--- src/rtl/regfile_wb_arbiter_pkg.sv ---
// regfile_wb_arbiter_pkg: shared widths and requester IDs for the write-back arbiter
package regfile_wb_arbiter_pkg;
  localparam int XLEN = 32;
  localparam int NREGS = 32;
  localparam int AW = 5;
  localparam logic REQ_ALU = 1'b0;
  localparam logic REQ_LSU = 1'b1;
endpackage

--- src/rtl/regfile_wb_arbiter_wb_scoreboard.sv ---
// regfile_wb_arbiter_wb_scoreboard: pending-write scoreboard with issue stall and operand hazards
//   clk, rst_n               clock, async active-low reset
//   issue_valid/issue_rd     reservation request; issue_ready accepts it
//   rs1, rs2                 decode operands; rs1_hazard/rs2_hazard flag pending writes
//   wr_en, wr_rd             registered RegFile write, clears the reservation it commits
module regfile_wb_arbiter_wb_scoreboard #(
  parameter int NREGS = regfile_wb_arbiter_pkg::NREGS,
  parameter int AW = regfile_wb_arbiter_pkg::AW
) (
  input  logic          clk,
  input  logic          rst_n,
  input  logic          issue_valid,
  input  logic [AW-1:0] issue_rd,
  output logic          issue_ready,
  input  logic [AW-1:0] rs1,
  input  logic [AW-1:0] rs2,
  output logic          rs1_hazard,
  output logic          rs2_hazard,
  input  logic          wr_en,
  input  logic [AW-1:0] wr_rd
);
  logic [NREGS-1:0] busy, set_mask, clr_mask, busy_next;
  always_comb begin
    issue_ready = !(issue_rd != '0 && busy[issue_rd]);
    rs1_hazard = rs1 != '0 && busy[rs1];
    rs2_hazard = rs2 != '0 && busy[rs2];
    set_mask = (issue_valid && issue_ready && issue_rd != '0) ? NREGS'(1) << issue_rd : '0;
    clr_mask = (wr_en && wr_rd != '0) ? NREGS'(1) << wr_rd : '0;
    // set is applied after clear so a new producer survives a same-edge commit
    busy_next = ((busy & ~clr_mask) | set_mask) & ~NREGS'(1);
  end
  always_ff @(posedge clk or negedge rst_n)
    if (!rst_n) busy <= '0;
    else busy <= busy_next;
endmodule

--- src/rtl/regfile_wb_arbiter.sv ---
// regfile_wb_arbiter: round-robin ALU/LSU write-back arbiter driving the RegFile write port
//   clk, rst_n                    clock, async active-low reset
//   issue_*, rs1/rs2, *_hazard    scoreboard reservation and operand hazard interface
//   alu_valid/ready/rd/data       ALU write-back request
//   lsu_valid/ready/rd/data       LSU write-back request
//   RegWrite, rd, rd_write_data   registered RegFile write port
module regfile_wb_arbiter #(
  parameter int XLEN = regfile_wb_arbiter_pkg::XLEN,
  parameter int NREGS = regfile_wb_arbiter_pkg::NREGS,
  parameter int AW = regfile_wb_arbiter_pkg::AW
) (
  input  logic            clk,
  input  logic            rst_n,
  input  logic            issue_valid,
  output logic            issue_ready,
  input  logic [AW-1:0]   issue_rd,
  input  logic [AW-1:0]   rs1,
  input  logic [AW-1:0]   rs2,
  output logic            rs1_hazard,
  output logic            rs2_hazard,
  input  logic            alu_valid,
  output logic            alu_ready,
  input  logic [AW-1:0]   alu_rd,
  input  logic [XLEN-1:0] alu_data,
  input  logic            lsu_valid,
  output logic            lsu_ready,
  input  logic [AW-1:0]   lsu_rd,
  input  logic [XLEN-1:0] lsu_data,
  output logic            RegWrite,
  output logic [AW-1:0]   rd,
  output logic [XLEN-1:0] rd_write_data
);
  import regfile_wb_arbiter_pkg::*;
  logic last_grant, grant;
  logic [AW-1:0] g_rd;
  logic [XLEN-1:0] g_data;
  always_comb begin
    alu_ready = alu_valid && (!lsu_valid || last_grant == REQ_LSU);
    lsu_ready = lsu_valid && !alu_ready;
    grant = alu_ready || lsu_ready;
    g_rd = alu_ready ? alu_rd : lsu_rd;
    g_data = alu_ready ? alu_data : lsu_data;
  end
  always_ff @(posedge clk or negedge rst_n)
    if (!rst_n) begin
      RegWrite <= 1'b0;
      rd <= '0;
      rd_write_data <= '0;
      last_grant <= REQ_LSU;
    end else begin
      RegWrite <= grant && g_rd != '0;
      if (grant) begin
        rd <= g_rd;
        rd_write_data <= g_data;
        last_grant <= alu_ready ? REQ_ALU : REQ_LSU;
      end
    end
  regfile_wb_arbiter_wb_scoreboard #(.NREGS(NREGS), .AW(AW)) u_wb_scoreboard (
    .clk(clk),
    .rst_n(rst_n),
    .issue_valid(issue_valid),
    .issue_rd(issue_rd),
    .issue_ready(issue_ready),
    .rs1(rs1),
    .rs2(rs2),
    .rs1_hazard(rs1_hazard),
    .rs2_hazard(rs2_hazard),
    .wr_en(RegWrite),
    .wr_rd(rd)
  );
endmodule

--- config.mk ---
export PLATFORM = sky130hd
export DESIGN_NAME = regfile_wb_arbiter
export DESIGN_NICKNAME = d
export VERILOG_FILES = /design/src/rtl/regfile_wb_arbiter_pkg.sv /design/src/rtl/regfile_wb_arbiter_wb_scoreboard.sv /design/src/rtl/regfile_wb_arbiter.sv
export SDC_FILE = /design/constraint.sdc
export NUM_CORES = 1
export LEC_CHECK = 0
export ABC_AREA = 1
export CAP_MARGIN = 40
export CORE_MARGIN = 2
export CORE_UTILIZATION = 52
export DETAILED_ROUTE_END_ITERATION = 7
export PLACE_DENSITY = 0.84
export SETUP_SLACK_MARGIN = 0.2
export SYNTH_ARGS = -nofsm -noshare
export SYNTH_HDL_FRONTEND = slang
export SYNTH_HIERARCHICAL = 1
export SYNTH_SLANG_ARGS = --single-unit
--- constraint.sdc ---
create_clock -name clk -period 3.32 [get_ports clk]
set_input_delay 0.664 -clock clk [delete_from_list [all_inputs] [get_ports clk]]
set_output_delay 0.664 -clock clk [all_outputs]
set_load 0.05 [all_outputs]
-- Word level (Yosys, flattened, before mapping)
Index checks and enable logic that the tools add are counted.
- register bits: 70
- bits in latches: 0
- memory bits (writable): 0
- ROM bits: 0
- input bits: 94
- memories: 0
- add/sub/neg operators: 0
- multiply operators: 0
- div/mod/pow operators: 0
- magnitude comparators: 3
- equality and inequality tests: 0
- shifts and indexed selects: 2
- mux-type cells: 11
- bitwise logic cells: 3
- reduce and logical (&&, ||, !) cells: 19
- operator list (operator ; number):
    $mux 32 ; 3
    $shl 1x5->32 const A ; 2
    $and 32x32->32 ; 1
    $not 32->32 ; 1
    $or 32x32->32 ; 1
    $reduce_bool 5->1 ; 5
    $lt 5x6->1 const B ; 3
    $bmux 1 s5 ; 3
    $logic_and 1x1->1 ; 9
    $mux 5 ; 1
    $mux 1 ; 4
    $logic_not 1->1 ; 3
    $logic_or 1x1->1 ; 2

-- Longest topological paths before layout
- word-level depth: 8
- mapped depth: 14
- depth with buffers taken out: 12

-- Cells and area by module
Netlist, hierarchy kept.
- by module, submodules not included (module ; instances ; cells an instance ; area an instance (um2)):
    regfile_wb_arbiter_wb_scoreboard ; 1 ; 422 ; 2707.6
    regfile_wb_arbiter ; 1 ; 220 ; 1810.5

-- Worst setup path after synthesis
No wires, ideal clock.
- path type: input -> output
- start point: input port rs1[0]
- end point: output port rs1_hazard
- data arrival time: 2.198 ns
- data required time: 2.656 ns
- path slack: 0.458 ns
- stages: 9
- buffers on the path: 2
- cells stage by stage: buf_2 > inv_1 > clkbuf_1 > nor2_1 > o22ai_1 > o211ai_1 > nand3_1 > nor2_1 > nor2_1
- longest elaborated chain between the ends: 3
- elaborated cells on any way between the ends: 4
- those cells by class: 2 x mux; 2 x reduce/logical
- ends and longest elaborated chain (what ; line ; RTL):
    start, declared ; regfile_wb_arbiter.sv:17 ; input logic [AW-1:0] rs1,
    $bmux 1 s5 ; regfile_wb_arbiter_wb_scoreboard.sv:25 ; rs1_hazard = rs1 != '0 && busy[rs1];
    $mux 1 (implied by the code) ; regfile_wb_arbiter_wb_scoreboard.sv:25 ;
    $logic_and 1x1->1 (*) ; regfile_wb_arbiter_wb_scoreboard.sv:25 ;
    end, declared ; regfile_wb_arbiter.sv:19 ; output logic rs1_hazard,
Mark *: on every way between the ends. The rest lies on a longest branch, timed or not. The select of a mux whose other input is x is not followed.

-- Worst setup path after layout
- start point: input port rs2[1]
- end point: output port rs2_hazard
- longest elaborated chain between the ends: 3
- elaborated cells on any way between the ends: 4
- those cells by class: 2 x mux; 2 x reduce/logical
- ends and longest elaborated chain (what ; line ; RTL):
    start, declared ; regfile_wb_arbiter.sv:18 ; input logic [AW-1:0] rs2,
    $bmux 1 s5 ; regfile_wb_arbiter_wb_scoreboard.sv:26 ; rs2_hazard = rs2 != '0 && busy[rs2];
    $mux 1 (implied by the code) ; regfile_wb_arbiter_wb_scoreboard.sv:26 ;
    $logic_and 1x1->1 (*) ; regfile_wb_arbiter_wb_scoreboard.sv:26 ;
    end, declared ; regfile_wb_arbiter.sv:20 ; output logic rs2_hazard,
Marks and branches as above.

==> summary.md <==
| Metric | Value |
|---|---|
| Fmax | `316.1 MHz` |
| Setup CP Type | `in -> out` |
| Number of max-cap violations | `0` |
| Initial core utilization | `0.5284` |
| Initial antenna violation count | `0` |
| GRT Total Usage | `0.3280` |
| Total Neg Setup Slack | `0 ps` |
| Die Ht | `97.21 microns` |
| Synth Net Count | `736` |
| First-pass GRT wire length | `24920 microns` |
| Fin Hold WS | `343.9 ps` |
| Die footprint | `9450 sq um` |
| Final routed DRC violation total | `0` |
| Met2 Usage GRT | `0.5390` |
| Slew HR | `0.5382` |
| Synth Register Bits | `70` |
| Largest net degree at the start of global routing | `44` |
| Syn Inst Count | `642` |
| Mapped Area | `4518 sq um` |
| DIE WIDTH | `97.21 microns` |
| Placed cell count | `864` |
| Clock sink total | `70` |
| Clock Tree Buf Depth | `2` |
| Grt met1 use | `0.4085` |
| # port buffers | `136` |
| RePlAce Congestion | `1.026` |
| Buf+Inv Stages, Crit Path | `4` |
| Core area | `8551 sq um` |
| Total I/O pin count | `137` |
| Critical Path RT | `2660 ps` |
| DRT Pass-1 Iters | `5` |
| Synth area leader | `dfrtp_1` |
| Total Wirelength | `15130 microns` |
| Setup-failing EPs final | `0` |
| Seq/Total Area, Yosys | `0.3880` |
| Final Power | `3.820 mW` |
| N_diodes | `0` |
| Vias in the first global route | `5090` |
| Dpl hpwl | `11320 microns` |
| Fin. max-slew vios | `0` |
| GR peak layer | `met2` |
| Startpoint Class | `input port` |
| Status | `complete, no violations` |
| DR WL/cell | `17.13 microns` |
| NetSw | `1.582 mW` |
| Critical path's top delay family | `buffers and inverters` |
| Tmin final | `3163 ps` |
| Ranking of synthesized cells by area | `dfrtp_1 38%, nand2_1 18%, nand3_1 8.6%` |
| Yosys top cell area share | `0.3822` |
| DR vias/cell | `5.785` |
| Via Count | `5108` |
| Final Non-Filler Cells | `883` |
| Cells along the critical path | `clkdlybuf4s50_1 > clkinvlp_4 > buf_4 > a21oi_1 > o21ai_0 > o2111ai_1 > nand3_1 > a21o_1 > nand2_1 > buf_12` |
| Unrepaired setup endpoints after global routing | `true` |
| Clock buffers created by TritonCTS | `9` |
| Net count, final | `864` |
| Period utilization | `0.9529` |
| Clock share of power | `0.240` |
| Avg Cell Area, Syn | `7.038 sq um` |
| Share of post-route cells with drive strength above 1 | `0.1123` |
| Leakage | `2.810 nW` |
| Slew @ Worst Pin | `692.7 ps` |
| Clk slew on worst S/H paths | `80 ps` |
| PwrDens | `615.0 nW/um^2` |
| Site Rows | `34` |
| Critical path's slowest cell | `clkdlybuf4s50_1` |
| Post-route cell area | `6211 sq um` |
| CP endpoint kind | `output pin` |
| Internal power | `2.238 mW` |
| Clock skew | `9.734 ps` |
| Flop pwr share | `0.393` |
| Synth unique cells | `38` |
| Commonest non-fill, non-tap cell in the layout | `nand2_1` |
| Placed inst area | `5912 sq um` |
| Setup ws final | `156.5 ps` |
| Switching Fraction | `0.4142` |
| Yosys warnings | `6` |
| Root buf cell | `clkbuf_8` |
| Combinational fraction of design power | `0.367` |
| Crit path largest cell delay | `560 ps` |
| CTS tree | `built` |
| Worst Path Max Fanout | `6` |
| Post-route ant nets | `0` |
| Post-Place Setup Slack | `262.3 ps` |
| Area grow syn2layout | `37.47%` |
| H-tree depth | `3` |
| HP Class | `in -> async` |
| Met3 usage | `0.08489` |
| Hold Fails Final Rpt | `0` |
| Max VDD drop | `0.4602 mV` |
| Most frequent cells in the layout | `215 x nand2_1, 129 x clkdlybuf4s50_1, 78 x nand3_1` |
| Congestion Overflow GR | `0` |
| Final design utilization | `0.7264` |
| Clock Latency Late Sink | `350 ps` |
| Drt first-iter violations | `512` |
| Crit path DAT | `2500 ps` |
## power groups by stage
stage	sequential, mW	clock [mW]	combinational, mW
6_report	1.50	0.918	1.40
5_1_grt	1.51	0.969	1.53
4_1_cts	1.47	0.925	1.39
3_5_place_dp	1.49	0	1.38
3_3_place_gp	1.48	0	1.35
2_1_floorplan	1.51	0	0.733
## worst register-to-register path, delay by kind of cell, from the launching register on
family / cells / cell delay, ps
and+or+nand+nor: 2 / 320
buffers and inverters: 2 / 610
DFF: 1 / 690
AOI/OAI and AO/OA: 2 / 420
## final timing paths
path                       depth (start not counted)             start                       to  slack (ps)
min                                                1             rst_n        rd_write_data[20]         340
min in group clk                                   2  rd_write_data[0]         rd_write_data[0]         490
max reg2reg                                        6             rd[3]  u_wb_scoreboard/busy[6]        1150
min reg2reg                                        2  rd_write_data[0]         rd_write_data[0]         490
max                                               10            rs2[1]               rs2_hazard         160
max in group asynchronous                          2             rst_n               last_grant        2250
## flip-flops by register name, summed over array words and instances, names as in the netlist
name                  flops
rd_write_data            32
u_wb_scoreboard/busy     31
rd                        5
RegWrite                  1
last_grant                1
## cell usage after synthesis (all sizes together)
cell type  instances
nand3             80
nor3               4
nand4              3
nand3b             1
o22ai              1
buf               17
a31oi              4
o31a               1
o41ai             10
a21o               1
o2111ai            1
nor2              56
dfrtp             69
o21ai             47
nand2            250
or2                1
o31ai             14
o221ai             2
inv               42
a22oi              1
o211ai             5
dfstp              1
clkbuf            19
a21oi             11
o21bai             1
## area by class of cell
class	instances	area (sq um)
clock buffer	9	123.9
clock inverter	7	146.4
fill	685	2340
inverter	42	166.4
multi-input combinational	494	2350
sequential	70	1753
tap	108	135.1
timing repair buffer	153	1536
## cells by family after synthesis
kind of cell,count (synthesis),synth area share
compound gates,99,0.1365
flops,70,0.3880
simple gates,395,0.3835
buf+inv,78,0.09194
## timing repair
action / CTS / global route
setup buffers: 0 / 3
hold buffers: 0 / 0
resized for setup: 0 / 3
setup endpoints to repair: 0 / 3
## per-layer routing
metal | share of wire | wire, microns
met1 | 0.38 | 5810
met2 | 0.48 | 7240
met3 | 0.10 | 1507
met4 | 0.038 | 571
met5 | 0 | 0
No activity file was read; power rests on OpenSTA's default activity.
